$ cat config.mk
export PLATFORM = sky130hd
export DESIGN_NAME = muldiv_unit_flat
export DESIGN_NICKNAME = d
export VERILOG_FILES = /design/src/rtl/muldiv_pkg.sv /design/src/rtl/muldiv_if.sv /design/src/rtl/muldiv_op_decoder.sv /design/src/rtl/muldiv_unit.sv /design/src/flat_wrapper.sv
export SDC_FILE = /design/constraint.sdc
export NUM_CORES = 1
export LEC_CHECK = 0
export CAP_MARGIN = 10
export CORE_MARGIN = 2
export CORE_UTILIZATION = 35
export CTS_CLUSTER_SIZE = 14
export DETAILED_ROUTE_END_ITERATION = 8
export HOLD_SLACK_MARGIN = 0.08
export PLACE_DENSITY = 0.62
export SETUP_SLACK_MARGIN = 0.4
export SYNTH_ARGS = -nofsm -noshare
export SYNTH_HDL_FRONTEND = slang
export SYNTH_SLANG_ARGS = --single-unit
$ cat constraint.sdc
create_clock -name clk -period 6.85 [get_ports clk]
set_clock_uncertainty 0.15 [all_clocks]
set_input_delay 0.685 -clock clk [delete_from_list [all_inputs] [get_ports clk]]
set_output_delay 0.685 -clock clk [all_outputs]
set_load 0.01 [all_outputs]
$ cat src/rtl/muldiv_pkg.sv
// rtl/muldiv_pkg.sv - shared encodings, state enum and decoded-op struct for muldiv_unit
package muldiv_pkg;

    // M-extension funct7 that routes an R-type op to this unit
    localparam logic [6:0] FUNCT7_MULDIV = 7'b0000001;

    // funct3 encodings of the M-extension ops
    typedef enum logic [2:0] {
        OP_MUL    = 3'b000,
        OP_MULH   = 3'b001,
        OP_MULHSU = 3'b010,
        OP_MULHU  = 3'b011,
        OP_DIV    = 3'b100,
        OP_DIVU   = 3'b101,
        OP_REM    = 3'b110,
        OP_REMU   = 3'b111
    } muldiv_op_e;

    typedef enum logic [1:0] {
        ST_IDLE = 2'd0,
        ST_CALC = 2'd1,
        ST_FIN  = 2'd2
    } state_e;

    // Decoded control bits for one op
    typedef struct packed {
        logic is_div;
        logic is_rem;
        logic a_signed;
        logic b_signed;
        logic take_high;
    } op_ctrl_t;

endpackage

$ cat src/rtl/muldiv_if.sv
// rtl/muldiv_if.sv - request/response bundle between the execute stage and muldiv_unit
interface muldiv_if #(
    parameter int XLEN         = 32,
    parameter int FUNCT3_WIDTH = 3
) ();
    logic                    start;
    logic [FUNCT3_WIDTH-1:0] funct3;
    logic [XLEN-1:0]         op_a;
    logic [XLEN-1:0]         op_b;
    logic                    flush;
    logic                    busy;
    logic                    done;
    logic [XLEN-1:0]         result;

    modport master (
        output start, funct3, op_a, op_b, flush,
        input  busy, done, result
    );

    modport slave (
        input  start, funct3, op_a, op_b, flush,
        output busy, done, result
    );
endinterface

$ cat src/rtl/muldiv_op_decoder.sv
// rtl/muldiv_op_decoder.sv - funct3 to multiply/divide control bits
module muldiv_op_decoder
    import muldiv_pkg::*;
#(
    parameter int FUNCT3_WIDTH = 3
) (
    input  logic [FUNCT3_WIDTH-1:0] funct3,
    output op_ctrl_t                ctrl
);

    // Map each M op onto divide/remainder select, operand signedness and product half
    always_comb begin
        ctrl = '0;
        case (funct3)
            OP_MUL:    ctrl = '{is_div: 1'b0, is_rem: 1'b0, a_signed: 1'b0, b_signed: 1'b0, take_high: 1'b0};
            OP_MULH:   ctrl = '{is_div: 1'b0, is_rem: 1'b0, a_signed: 1'b1, b_signed: 1'b1, take_high: 1'b1};
            OP_MULHSU: ctrl = '{is_div: 1'b0, is_rem: 1'b0, a_signed: 1'b1, b_signed: 1'b0, take_high: 1'b1};
            OP_MULHU:  ctrl = '{is_div: 1'b0, is_rem: 1'b0, a_signed: 1'b0, b_signed: 1'b0, take_high: 1'b1};
            OP_DIV:    ctrl = '{is_div: 1'b1, is_rem: 1'b0, a_signed: 1'b1, b_signed: 1'b1, take_high: 1'b0};
            OP_DIVU:   ctrl = '{is_div: 1'b1, is_rem: 1'b0, a_signed: 1'b0, b_signed: 1'b0, take_high: 1'b0};
            OP_REM:    ctrl = '{is_div: 1'b1, is_rem: 1'b1, a_signed: 1'b1, b_signed: 1'b1, take_high: 1'b0};
            OP_REMU:   ctrl = '{is_div: 1'b1, is_rem: 1'b1, a_signed: 1'b0, b_signed: 1'b0, take_high: 1'b0};
            default:   ctrl = '0;
        endcase
    end

endmodule

$ cat src/rtl/muldiv_unit.sv
// rtl/muldiv_unit.sv - iterative RV32M shift-add multiply / restoring divide unit
module muldiv_unit
    import muldiv_pkg::*;
#(
    parameter int XLEN         = 32,
    parameter int FUNCT3_WIDTH = 3,
    parameter int CNT_WIDTH    = $clog2(XLEN) + 1
) (
    input  logic    clk,
    input  logic    rst_n,
    muldiv_if.slave bus
);

    localparam logic [XLEN-1:0]      MIN_NEG   = {1'b1, {(XLEN-1){1'b0}}};
    localparam logic [CNT_WIDTH-1:0] LAST_ITER = CNT_WIDTH'(XLEN - 1);

    state_e               state, state_nxt;
    op_ctrl_t             dec;
    logic [CNT_WIDTH-1:0] count;
    logic                 is_div_q, is_rem_q, take_high_q, neg_q;
    logic [XLEN-1:0]      hi_q, lo_q, opnd_q, result_q;

    logic                 sign_a, sign_b, div_zero, div_ovf, fast;
    logic [XLEN-1:0]      mag_a, mag_b, fast_res;
    logic [XLEN:0]        mul_sum, div_shift, div_diff;
    logic [XLEN-1:0]      hi_nxt, lo_nxt, div_val, calc_res, res_nxt;
    logic [2*XLEN-1:0]    prod, prod_s;
    logic                 load_op, step, load_res;

    muldiv_op_decoder #(.FUNCT3_WIDTH(FUNCT3_WIDTH)) u_dec (
        .funct3 (bus.funct3),
        .ctrl   (dec)
    );

    // Operand magnitudes and the special cases that bypass the iteration
    assign sign_a   = dec.a_signed & bus.op_a[XLEN-1];
    assign sign_b   = dec.b_signed & bus.op_b[XLEN-1];
    assign mag_a    = sign_a ? -bus.op_a : bus.op_a;
    assign mag_b    = sign_b ? -bus.op_b : bus.op_b;
    assign div_zero = dec.is_div & (bus.op_b == '0);
    assign div_ovf  = dec.is_div & dec.a_signed & (bus.op_a == MIN_NEG) & (bus.op_b == '1);
    assign fast     = div_zero | div_ovf;

    // Fixed results for divide-by-zero and signed overflow
    always_comb begin
        fast_res = '0;
        if (div_zero) begin
            fast_res = dec.is_rem ? bus.op_a : '1;
        end else begin
            fast_res = dec.is_rem ? '0 : MIN_NEG;
        end
    end

    // One radix-2 step: hi:lo is the product (multiply) or remainder:quotient (divide)
    always_comb begin
        mul_sum   = {1'b0, hi_q} + (lo_q[0] ? {1'b0, opnd_q} : '0);
        div_shift = {hi_q, lo_q[XLEN-1]};
        div_diff  = div_shift - {1'b0, opnd_q};
        hi_nxt    = mul_sum[XLEN:1];
        lo_nxt    = {mul_sum[0], lo_q[XLEN-1:1]};
        if (is_div_q) begin
            if (!div_diff[XLEN]) begin
                hi_nxt = div_diff[XLEN-1:0];
                lo_nxt = {lo_q[XLEN-2:0], 1'b1};
            end else begin
                hi_nxt = div_shift[XLEN-1:0];
                lo_nxt = {lo_q[XLEN-2:0], 1'b0};
            end
        end
    end

    // Sign fix-up and result selection from the last step's values
    always_comb begin
        prod     = {hi_nxt, lo_nxt};
        prod_s   = neg_q ? -prod : prod;
        div_val  = is_rem_q ? hi_nxt : lo_nxt;
        div_val  = neg_q ? -div_val : div_val;
        calc_res = take_high_q ? prod_s[2*XLEN-1:XLEN] : prod_s[XLEN-1:0];
        if (is_div_q) begin
            calc_res = div_val;
        end
    end

    // State register
    always_ff @(posedge clk or negedge rst_n) begin
        if (!rst_n) begin
            state <= ST_IDLE;
        end else begin
            state <= state_nxt;
        end
    end

    // Next state and datapath enables; flush overrides everything
    always_comb begin
        state_nxt = state;
        load_op   = 1'b0;
        step      = 1'b0;
        load_res  = 1'b0;
        res_nxt   = result_q;
        case (state)
            ST_IDLE: begin
                if (bus.start) begin
                    load_op = 1'b1;
                    if (fast) begin
                        state_nxt = ST_FIN;
                        load_res  = 1'b1;
                        res_nxt   = fast_res;
                    end else begin
                        state_nxt = ST_CALC;
                    end
                end
            end
            ST_CALC: begin
                step = 1'b1;
                if (count == LAST_ITER) begin
                    state_nxt = ST_FIN;
                    load_res  = 1'b1;
                    res_nxt   = calc_res;
                end
            end
            ST_FIN:  state_nxt = ST_IDLE;
            default: state_nxt = ST_IDLE;
        endcase
        if (bus.flush) begin
            state_nxt = ST_IDLE;
            load_op   = 1'b0;
            step      = 1'b0;
            load_res  = 1'b0;
        end
    end

    // Operand latch, iteration registers and result register
    always_ff @(posedge clk or negedge rst_n) begin
        if (!rst_n) begin
            count       <= '0;
            is_div_q    <= 1'b0;
            is_rem_q    <= 1'b0;
            take_high_q <= 1'b0;
            neg_q       <= 1'b0;
            hi_q        <= '0;
            lo_q        <= '0;
            opnd_q      <= '0;
            result_q    <= '0;
        end else begin
            if (load_op) begin
                count       <= '0;
                is_div_q    <= dec.is_div;
                is_rem_q    <= dec.is_rem;
                take_high_q <= dec.take_high;
                neg_q       <= dec.is_rem ? sign_a : (sign_a ^ sign_b);
                hi_q        <= '0;
                lo_q        <= dec.is_div ? mag_a : mag_b;
                opnd_q      <= dec.is_div ? mag_b : mag_a;
            end else if (step) begin
                count <= count + 1'b1;
                hi_q  <= hi_nxt;
                lo_q  <= lo_nxt;
            end
            if (load_res) begin
                result_q <= res_nxt;
            end
        end
    end

    assign bus.busy   = (state == ST_CALC);
    assign bus.done   = (state == ST_FIN);
    assign bus.result = result_q;

endmodule

$ cat src/flat_wrapper.sv
// flat-port wrapper written by rule: the top's interface ports become plain ports
module muldiv_unit_flat import muldiv_pkg::*;
#(
    parameter int XLEN         = 32,
    parameter int FUNCT3_WIDTH = 3,
    parameter int CNT_WIDTH    = $clog2(XLEN) + 1
)
  (clk, rst_n, bus_start, bus_funct3, bus_op_a, bus_op_b, bus_flush, bus_busy, bus_done, bus_result);
  muldiv_if #(.XLEN(XLEN), .FUNCT3_WIDTH(FUNCT3_WIDTH)) bus_i ();
  input  logic clk;
  input  logic rst_n;
  input wire logic [$bits(bus_i.start)-1:0] bus_start;
  input wire logic [$bits(bus_i.funct3)-1:0] bus_funct3;
  input wire logic [$bits(bus_i.op_a)-1:0] bus_op_a;
  input wire logic [$bits(bus_i.op_b)-1:0] bus_op_b;
  input wire logic [$bits(bus_i.flush)-1:0] bus_flush;
  output wire logic [$bits(bus_i.busy)-1:0] bus_busy;
  output wire logic [$bits(bus_i.done)-1:0] bus_done;
  output wire logic [$bits(bus_i.result)-1:0] bus_result;
  assign bus_i.start = bus_start;
  assign bus_i.funct3 = bus_funct3;
  assign bus_i.op_a = bus_op_a;
  assign bus_i.op_b = bus_op_b;
  assign bus_i.flush = bus_flush;
  assign bus_busy = bus_i.busy;
  assign bus_done = bus_i.done;
  assign bus_result = bus_i.result;
  muldiv_unit #(.XLEN(XLEN), .FUNCT3_WIDTH(FUNCT3_WIDTH), .CNT_WIDTH(CNT_WIDTH)) u_core (.clk(clk), .rst_n(rst_n), .bus(bus_i));
endmodule
==> flow_summary_export.csv <==
group,metric,value,unit
placement,portBuffers,104,
sta,final_hold_viol_count,0,
yosys,post-synth-top-count-cell,"nand2_1",
yosys,synth_top_area_share,0.202,
layout,syn_to_final_growth,12.9,%
pwr,finalPower,7.57,mW
pwr,vdd_drop_max,215,uV
sta,max_freq,0.158,GHz
flow_run,maxCapViolCount,0,
sta,setup-tns-final,0,ns
yosys,synth-async-reset-ratio,1.00,
placement,post-dp-hpwl,64.1,mm
clock_network,cts_tree,"built",
worst_setup_path,crit_chain,"inv_1 -> ha_1 -> fa_1 -> nand2b_1 -> a21oi_4 -> o21ai_2 -> a211oi_4 -> buf_4 -> or3_1 -> buf_4 -> nand2_2 -> buf_4 -> a221oi_1 -> or4b_1 -> nor3_1 -> and4_1 -> a2111oi_0 -> a21oi_1 -> a21oi_1",
detailed_routing,wl,82.4,mm
die,coreArea,48800,um^2
yosys,synth_warnings,0,
sta,holdWs,0.0990,ns
worst_setup_path,cp-start-kind,"flop",
sta,tightest_slew,1.11,ns
clock_network,cts_buffers,17,
sta,rsz0062_at_grt,"true",
clock_network,root_buffer,"clkbuf_16",
worst_setup_path,crit_family,"compound AO/OA/AOI/OAI gates",
worst_setup_path,crit_fanout,18,
die,die_h,226,um
detailed_routing,drt_iter0_markers,2569,
grt,grt_pass1_vias,17924,
yosys,syn-num-nets,2557,
die,start_util,0.355,
die,die_area,51300,um^2
worst_setup_path,cp_slowest_cell,"a221oi_1",
yosys,ys_top_cells_by_count,"273 x nand2_1, 263 x o21ai_0, 219 x nor2_1",
yosys,avgSynthCellArea,7.18,um^2
placement,gp_congestion,1.05,
worst_setup_path,r2r_cells,19,
detailed_routing,wl_per_cell,26.6,um
worst_setup_path,critical_path_buf_inv_count,4,
worst_setup_path,rrSetupSlack,0.52,ns
grt,track_usage,0.319,
yosys,netlist_area,17300,um^2
yosys,yosysTopAreaCell,"dfrtp_1",
clock_network,cts_htree_levels,4,
layout,drive_above_1_share,0.0694,
yosys,synth.distinct_cells,99,
layout,fin_nets,2568,
detailed_routing,ant_nets,0,
yosys,netlist_instances,2412,
detailed_routing,wl_met1,34.7,mm
die,die_width,226,um
clock_network,clkSlewWorstSetupHoldPaths,0.06,ns
grt,antenna_found_initial,5,
worst_setup_path,cp.required,7.13,ns
yosys,synth_ff_type,"dfrtp_1",
status,status,"completed",
sta,slew_violations,0,
sta,fin_crit,6.33,ns
yosys,synthTopCellsByArea,"dfrtp_1 20%, o21ai_0 7.6%, nand2_1 5.9%, a21oi_1 5.6%, xnor2_1 5.3%",
worst_setup_path,slowest_delay,0.72,ns
detailed_routing,drc,0,
pwr,power_leakage,7.66,nW
worst_setup_path,worstPathArrival,6.61,ns
worst_setup_path,worstSetupPathType,"flop to flop",
grt,grt_max_degree,111,
yosys,synth_seq_cells,140,
clock_network,worstSkewPairLatency,0.51,ns
worst_hold_path,hold_class,"primary input to async pin",
die,rows,81,
sta,fin_crit_sh,0.924,
sta,setup_viol,0,
detailed_routing,dr.pass1.iters,6,
detailed_routing,highest_layer,"met4",
worst_setup_path,r2r_start,"u_core.lo_q[31]",
worst_setup_path,cp-end-kind,"flop",
detailed_routing,wl_met2,35.4,mm
clock_network,clock-sinks,140,
pwr,p_per_area,387,nW/um^2
grt,grt_pass1_wl,120,mm
yosys,ys_seq_area_frac,0.202,
yosys,synth_edf_count,0,
grt,grt_overflow_total,0,
sta,slew_headroom,0.261,
clock_network,clockBufferDepth,2,
detailed_routing,route.vias.total,19644,
worst_setup_path,r2r_end,"u_core.bus.result[25]",
detailed_routing,routed_via_density,6.33,
detailed_routing,wl_met3,7.70,mm
die,ios,105,
worst_setup_path,path_common_cell,"buf_4",
==> layer usage <==
metal,track usage,vias to the layer above
met5,0,-
met4,0.173,0
met3,0.0511,157
met2,0.479,1107
met1,0.437,9461
li1,-,8919
==> worst max path at each step <==
stage	depth (start not counted)	start	endpoint
global route	22	u_core.lo_q[31]	u_core.bus.result[24]
CTS	22	u_core.lo_q[31]	u_core.bus.result[20]
finish	19	u_core.lo_q[31]	u_core.bus.result[25]
floorplan	23	u_core.lo_q[31]	u_core.bus.result[28]
detailed placement	22	u_core.lo_q[31]	u_core.bus.result[20]
global placement	22	u_core.lo_q[31]	u_core.bus.result[28]
==> logic make-up (layout without fill, tap and decap cells) <==
group / count (synthesis) / count (layout) / share of synthesized area
AOI/OAI and AO/OA: 843 / 843 / 0.313
xor gates and xnor gates: 176 / 176 / 0.0890
adders and majority gates: 74 / 74 / 0.0543
buffers and inverters: 244 / 268 / 0.0566
DFF: 140 / 140 / 0.202
muxes: 64 / 64 / 0.0402
other: 0 / 1 / 0
and+or+nand+nor: 871 / 871 / 0.245
==> registers in the layout, summed over array words and instances (netlist names), 2 cells and up <==
name,flops
u_core.hi_q,32
u_core.state,2
u_core.bus.result,32
u_core.opnd_q,32
u_core.lo_q,32
u_core.count,6
==> report_power, final <==
group          switching, mW  leakage, nW  internal, mW  total [mW]
sequential             0.388         1.78          1.07        1.46
clock                  0.463        0.278         0.544        1.01
combinational           3.30         5.60          1.80        5.10
total                   4.15         7.66          3.42        7.57
==> worst register-to-register path, delay by kind of cell (launching register included) <==
family,cells,cell delay (ns)
adder cells (fa/ha/maj),2,0.63
AND/OR/NAND/NOR,6,1.66
flip-flops,1,0.35
buffers and inverters,4,0.91
AO/OA/AOI/OAI,7,2.56
==> per-stage QoR <==
step	instances	area, um^2	utilization	setup WS (ns)
after floorplan	2412	17300	-	1.13
after global placement	3067	18900	0.388	0.666
after detailed placement	3067	18900	0.388	0.559
after CTS	3099	19500	0.400	0.534
after global routing	3100	19600	0.400	0.391
final	3101	19600	0.400	0.522
==> layout by cell type (no fill, tap or decap), drive strengths merged, types with 56 or more instances in the layout <==
| master | instances |
|---|---|
| inv | 79 |
| dfrtp | 140 |
| a21oi | 201 |
| ha | 72 |
| nor3 | 61 |
| xnor2 | 104 |
| o21ai | 273 |
| buf | 56 |
| nor2 | 221 |
| clkdlybuf4s50 | 102 |
| xor2 | 72 |
| nand2 | 274 |
==> cell type report <==
cell class	count	area, um^2
diodes	1	2.50
clock buffers	18	439
clock inverters	14	145
fillers	5168	29300
inverters	78	293
multi-input cells	2028	12900
flip-flops and latches	140	3510
well taps	664	831
repair buffers	158	1460
==> timing repair <==
action,CTS,global route
hold buffers,0,0
endpoints found under the setup margin,0,12
buffers inserted,0,1
resized for setup,0,3
Power figures use the tool's default switching activity.
